--- src/rtl/chip8_draw_engine.sv ---
// rtl/chip8_draw_engine.sv - CHIP-8 DXYN sprite draw sequencer; optional macro CHIP8_DRAW_WRAP_EN selects wrap instead of clip
module chip8_draw_engine #(
    parameter int DISP_W = 64,
    parameter int DISP_H = 32,
    parameter int ADDR_W = 12
) (
    input  logic                       instruction_clk,
    input  logic                       rst_n,
    input  logic                       start,
    input  logic [7:0]                 vx,
    input  logic [7:0]                 vy,
    input  logic [3:0]                 n,
    input  logic [ADDR_W-1:0]          i_addr,
    output logic                       busy,
    output logic                       done,
    output logic                       collision,
    output logic                       mem_rd_en,
    output logic [ADDR_W-1:0]          mem_addr,
    input  logic [7:0]                 mem_rd_data,
    output logic [$clog2(DISP_H)-1:0]  fb_row_addr,
    input  logic [DISP_W-1:0]          fb_rd_data,
    output logic                       fb_wr_en,
    output logic [DISP_W-1:0]          fb_wr_data
);

    localparam int XW  = $clog2(DISP_W);
    localparam int YW  = $clog2(DISP_H);
    localparam int YPW = YW + 1;

    typedef enum logic [2:0] {
        S_IDLE,
        S_FETCH,
        S_WAIT,
        S_WRITE,
        S_DONE
    } state_t;

    state_t              state;
    state_t              state_nx;
    logic [XW-1:0]       x0;
    logic [YW-1:0]       y0;
    logic [3:0]          n_q;
    logic [ADDR_W-1:0]   base;
    logic [3:0]          r;
    logic [7:0]          spr;
    logic [DISP_W-1:0]   row;
    logic                acc;
    logic [4:0]          r_next;
    logic [YW-1:0]       cur_row;
    logic [7:0]          spr_rev;
    logic [DISP_W-1:0]   mask;
    logic                last_row;
    logic                unused_coord_bits;

    // Coordinates are taken modulo the display size, so the high bits are intentionally ignored
    assign unused_coord_bits = ^{vx[7:XW], vy[7:YW]};

    assign r_next  = {1'b0, r} + 5'd1;
    assign cur_row = y0 + YW'(r);
    // Sprite MSB is the leftmost pixel, so bit-reverse it before shifting into place
    assign spr_rev = {spr[0], spr[1], spr[2], spr[3], spr[4], spr[5], spr[6], spr[7]};

`ifdef CHIP8_DRAW_WRAP_EN
    logic [2*DISP_W-1:0] wide;
    // Pixels shifted past the right edge fold back onto the left edge
    assign wide     = {{DISP_W{1'b0}}, DISP_W'(spr_rev)} << x0;
    assign mask     = wide[DISP_W-1:0] | wide[2*DISP_W-1:DISP_W];
    assign last_row = (r_next == {1'b0, n_q});
`else
    logic [YPW-1:0] y_next;
    // Pixels shifted past the right edge fall off; drawing stops at the bottom edge
    assign mask     = DISP_W'(spr_rev) << x0;
    assign y_next   = {1'b0, y0} + YPW'(r_next);
    assign last_row = (r_next == {1'b0, n_q}) || (y_next >= YPW'(DISP_H));
`endif

    // State register plus operand latches, row/sprite capture and collision accumulator
    always_ff @(posedge instruction_clk or negedge rst_n) begin
        if (!rst_n) begin
            state <= S_IDLE;
            x0    <= '0;
            y0    <= '0;
            n_q   <= '0;
            base  <= '0;
            r     <= '0;
            spr   <= '0;
            row   <= '0;
            acc   <= 1'b0;
        end else begin
            state <= state_nx;
            case (state)
                S_IDLE: begin
                    if (start) begin
                        x0   <= vx[XW-1:0];
                        y0   <= vy[YW-1:0];
                        n_q  <= n;
                        base <= i_addr;
                        r    <= '0;
                    end
                end
                S_WAIT: begin
                    spr <= mem_rd_data;
                    row <= fb_rd_data;
                end
                S_WRITE: begin
                    acc <= acc | (|(row & mask));
                    r   <= r + 4'd1;
                end
                S_DONE: acc <= 1'b0;
                default: ;
            endcase
        end
    end

    // Next-state and output decode; every output is zero in IDLE so reset clears them at once
    always_comb begin
        state_nx    = state;
        busy        = 1'b0;
        done        = 1'b0;
        collision   = 1'b0;
        mem_rd_en   = 1'b0;
        mem_addr    = '0;
        fb_row_addr = '0;
        fb_wr_en    = 1'b0;
        fb_wr_data  = '0;
        case (state)
            S_IDLE: begin
                if (start) state_nx = (n == 4'd0) ? S_DONE : S_FETCH;
            end
            S_FETCH: begin
                busy        = 1'b1;
                mem_rd_en   = 1'b1;
                mem_addr    = base + ADDR_W'(r);
                fb_row_addr = cur_row;
                state_nx    = S_WAIT;
            end
            S_WAIT: begin
                busy        = 1'b1;
                fb_row_addr = cur_row;
                state_nx    = S_WRITE;
            end
            S_WRITE: begin
                busy        = 1'b1;
                fb_row_addr = cur_row;
                fb_wr_en    = 1'b1;
                fb_wr_data  = row ^ mask;
                state_nx    = last_row ? S_DONE : S_FETCH;
            end
            S_DONE: begin
                busy      = 1'b1;
                done      = 1'b1;
                collision = acc;
                state_nx  = S_IDLE;
            end
            default: state_nx = S_IDLE;
        endcase
    end

endmodule
--- config.mk ---
export PLATFORM = sky130hd
export DESIGN_NAME = chip8_draw_engine
export DESIGN_NICKNAME = d
export VERILOG_FILES = /design/src/rtl/chip8_draw_engine.sv
export SDC_FILE = /design/constraint.sdc
export NUM_CORES = 1
export LEC_CHECK = 0
export CAP_MARGIN = 40
export CORE_MARGIN = 3
export CORE_UTILIZATION = 55
export CTS_BUF_LIST = sky130_fd_sc_hd__clkbuf_8
export CTS_CLUSTER_DIAMETER = 30
export DETAILED_ROUTE_END_ITERATION = 8
export PLACE_DENSITY = 0.89
export SYNTH_ARGS = -nofsm -noshare
export SYNTH_HDL_FRONTEND = slang
export SYNTH_SLANG_ARGS = --single-unit
export TNS_END_PERCENT = 100
--- constraint.sdc ---
create_clock -name instruction_clk -period 6.55 [get_ports instruction_clk]
set_input_delay 1.6375 -clock instruction_clk [delete_from_list [all_inputs] [get_ports instruction_clk]]
set_output_delay 1.6375 -clock instruction_clk [all_outputs]
set_load 0.005 [all_outputs]
==> impl_metrics.ini <==
[outcome]
status = complete, no violations

[clocking]
cts_resized = 0
cts_made_buffers = 9
root_buffer = clkbuf_8
cts_tree = yes
clock_latency_ns = 0.39
hold_buffers = 0
clock_path_buffers = 2
cts_setup_buffers = 0
htree_num_levels = 3
path_clk_slew_ns = 0.10
cts.sinks = 107

[placed_design]
place_congestion = 0.952
port_buffers = 187
hpwl_um = 16000
place_inst = 984

[logic_synthesis]
synthFlopType = dfrtp_1
synth.ff_latch_count = 107
synth_cell_types = 52
ys_seq_area_share_pct = 37.6
netlist_instances = 656
synth_area_per_cell_um2 = 10.9
async_flop_share_pct = 100
synthesis.area_mm2 = 0.00713
synth_edf_count = 0
yosys_warnings = 0
syn_nets = 844

[timing]
fin_crit_sh_pct = 80.6
rsz0062_at_grt = no
tns_ns = 0
hold_viol = 0
fin_skew_ns = 0.00766
finalSetupViolations = 0
max_freq_ghz = 0.189
slew_viol_final = 0
maxSlewHeadroom_pct = 47.3
tightest_slew_ns = 0.791
min_period_ns = 5.28

[pwr]
power_w = 0.00476
p_per_area_mw_per_mm2 = 514
p_leak_nw = 4.02
vdd_ir_drop_max_v = 0.000299

[finish]
drive_gt1_share_pct = 16.6
syn_to_final_growth_pct = 29.8
nets = 1015
final_common_cell = clkdlybuf4s50_1
final_cell_mix = clkdlybuf4s50_1 (186), dfrtp_1 (107), mux2_2 (96)
layoutNonFillerInstCount = 1001

[floorplanning]
start_util_pct = 57.7
num_rows = 40
die_h_um = 120
coreArea_mm2 = 0.0124
die-area_mm2 = 0.0144
die_w_um = 120
io_pins = 193

[worst_hold_path]
min_path_type = flip-flop to flip-flop

[worst_setup_path]
arrival_ns = 3.64
worstSetupPathType = flip-flop to primary output
required_ns = 4.91
crit_cells = 7
path_max_fanout = 20
worst_r2r_startpoint = x0[1]
path_cells = mux2i_1, mux4_2, a2bb2oi_1, nor2_1, ha_1, and2_1, clkdlybuf4s50_1
critPathCapture = fb_wr_data[8]
critPathLaunch = x0[1]
rrSetupSlack_ns = 2.51
cpLargestDelayFamily = flip-flops
crit_buf_inv = 1
timing.critical_path.from_type = flip-flop
r2r_cells = 9
cpPeakStageDelay_ns = 0.80
cpMaxStageDelayCell = dfrtp_1
r2r-end = acc
worst_setup_path_end_kind = primary output

[drt]
viasPerCell = 6.05
routed_wl_um = 20900
dr.pass1.iters = 8
drtIter0Drc = 546
num_vias = 6060
drc = 0
drtAntennaViolNets = 0
wl_per_cell_um = 20.9

[flow_run]
drv_cap = 0

[global_routing]
grtUsageTotal_pct = 29.8
grt_first_pass_wirelength_um = 33500
grt_max_degree = 66
grt_overflow_total = 0
first_global_vias = 6255
antenna_found_initial = 1
cells in the mapped netlist, drive strengths merged, types with 2 or more instances:
master	n	share of area [%]
a211oi	2	0.21
a21o	4	0.42
a21oi	22	1.5
a22o	2	0.25
and2	69	6.1
and3	2	0.18
buf	16	1.6
clkbuf	17	1.5
dfrtp	107	38
fa	2	0.56
ha	79	14
inv	12	0.63
mux2	97	15
mux2i	11	1.5
mux4	6	2.0
nand2	26	1.4
nand2b	2	0.18
nand3	11	0.77
nand4	8	0.70
nor2	42	2.2
nor2b	4	0.35
nor3	8	0.56
nor3b	2	0.21
nor4	17	1.5
o21ai	18	1.3
o22ai	25	2.2
o31ai	4	0.42
or2	8	0.70
or2b	2	0.23
or3	5	0.44
or4	5	0.53
xnor2	7	0.86
xor2	4	0.49
power by group:
group          internal [W]  switching, W  total [W]
Sequential          0.00100      0.000366    0.00137
Clock              0.000184      0.000236   0.000421
Combinational       0.00157       0.00140    0.00297
how the worst min path moves through the flow:
stage,from,end,slack (ns),cells after the start
after floorplan,row[0],row[0],0.49,1
after global placement,row[21],row[21],0.50,1
after detailed placement,row[31],row[31],0.50,1
after CTS,row[61],row[61],0.53,1
after global routing,row[55],row[55],0.54,1
final,row[61],row[61],0.52,1
area by class of cell:
class | instances | area, um^2
Multi-Input combinational cell | 504 | 4190
Timing Repair Buffer | 193 | 1930
Tap cell | 168 | 210
Clock buffer | 10 | 138
Sequential cell | 107 | 2680
Inverter | 12 | 45.0
Antenna cell | 1 | 2.50
Clock inverter | 6 | 56.3
Fill cell | 845 | 3110
metal layers:
metal  global-route usage, %  wire (um)
met1                    38.8       8390
met2                    49.0      10200
met3                    5.14       1550
met4                    13.2        773
met5                       0          0
sequential cells by signal (all words and copies together) (netlist names):
| register | cells |
|---|---|
| row | 64 |
| base | 12 |
| spr | 8 |
| x0 | 6 |
| y0 | 5 |
| n_q | 4 |
| r | 4 |
| state | 3 |
| acc | 1 |
through the flow:
| step | cell area (um^2) | setup slack (ns) | hold WS (ns) | utilization (%) |
|---|---|---|---|---|
| 2_1_floorplan | 7130 | 2.95 | 0.487 | - |
| 3_3_place_gp | 9020 | 1.66 | 0.497 | 73.0 |
| 3_5_place_dp | 9050 | 1.75 | 0.503 | 73.2 |
| 4_1_cts | 9250 | 1.30 | 0.526 | 74.8 |
| 5_1_grt | 9250 | 1.10 | 0.537 | 74.8 |
| 6_report | 9250 | 1.27 | 0.522 | 74.8 |
worst reg2reg max path, stage by stage (launching register included):
cell and delay (ns):
dfrtp_1 0.80, mux2i_1 0.32, mux4_2 0.36, a2bb2oi_1 0.66, nor2_1 0.14, ha_1 0.22
nor4_1 0.46, nand4_1 0.15, nor4_1 0.61, o22ai_1 0.17
cells by family after synthesis:
logic type      synth area share, %
buf+inv                        3.79
simple gates                   16.8
xor+xnor                       1.69
compound gates                 6.81
fa+ha+maj                      14.4
flops                          37.6
mux                            18.9
Note: power is estimated with default switching activity, not from simulation.
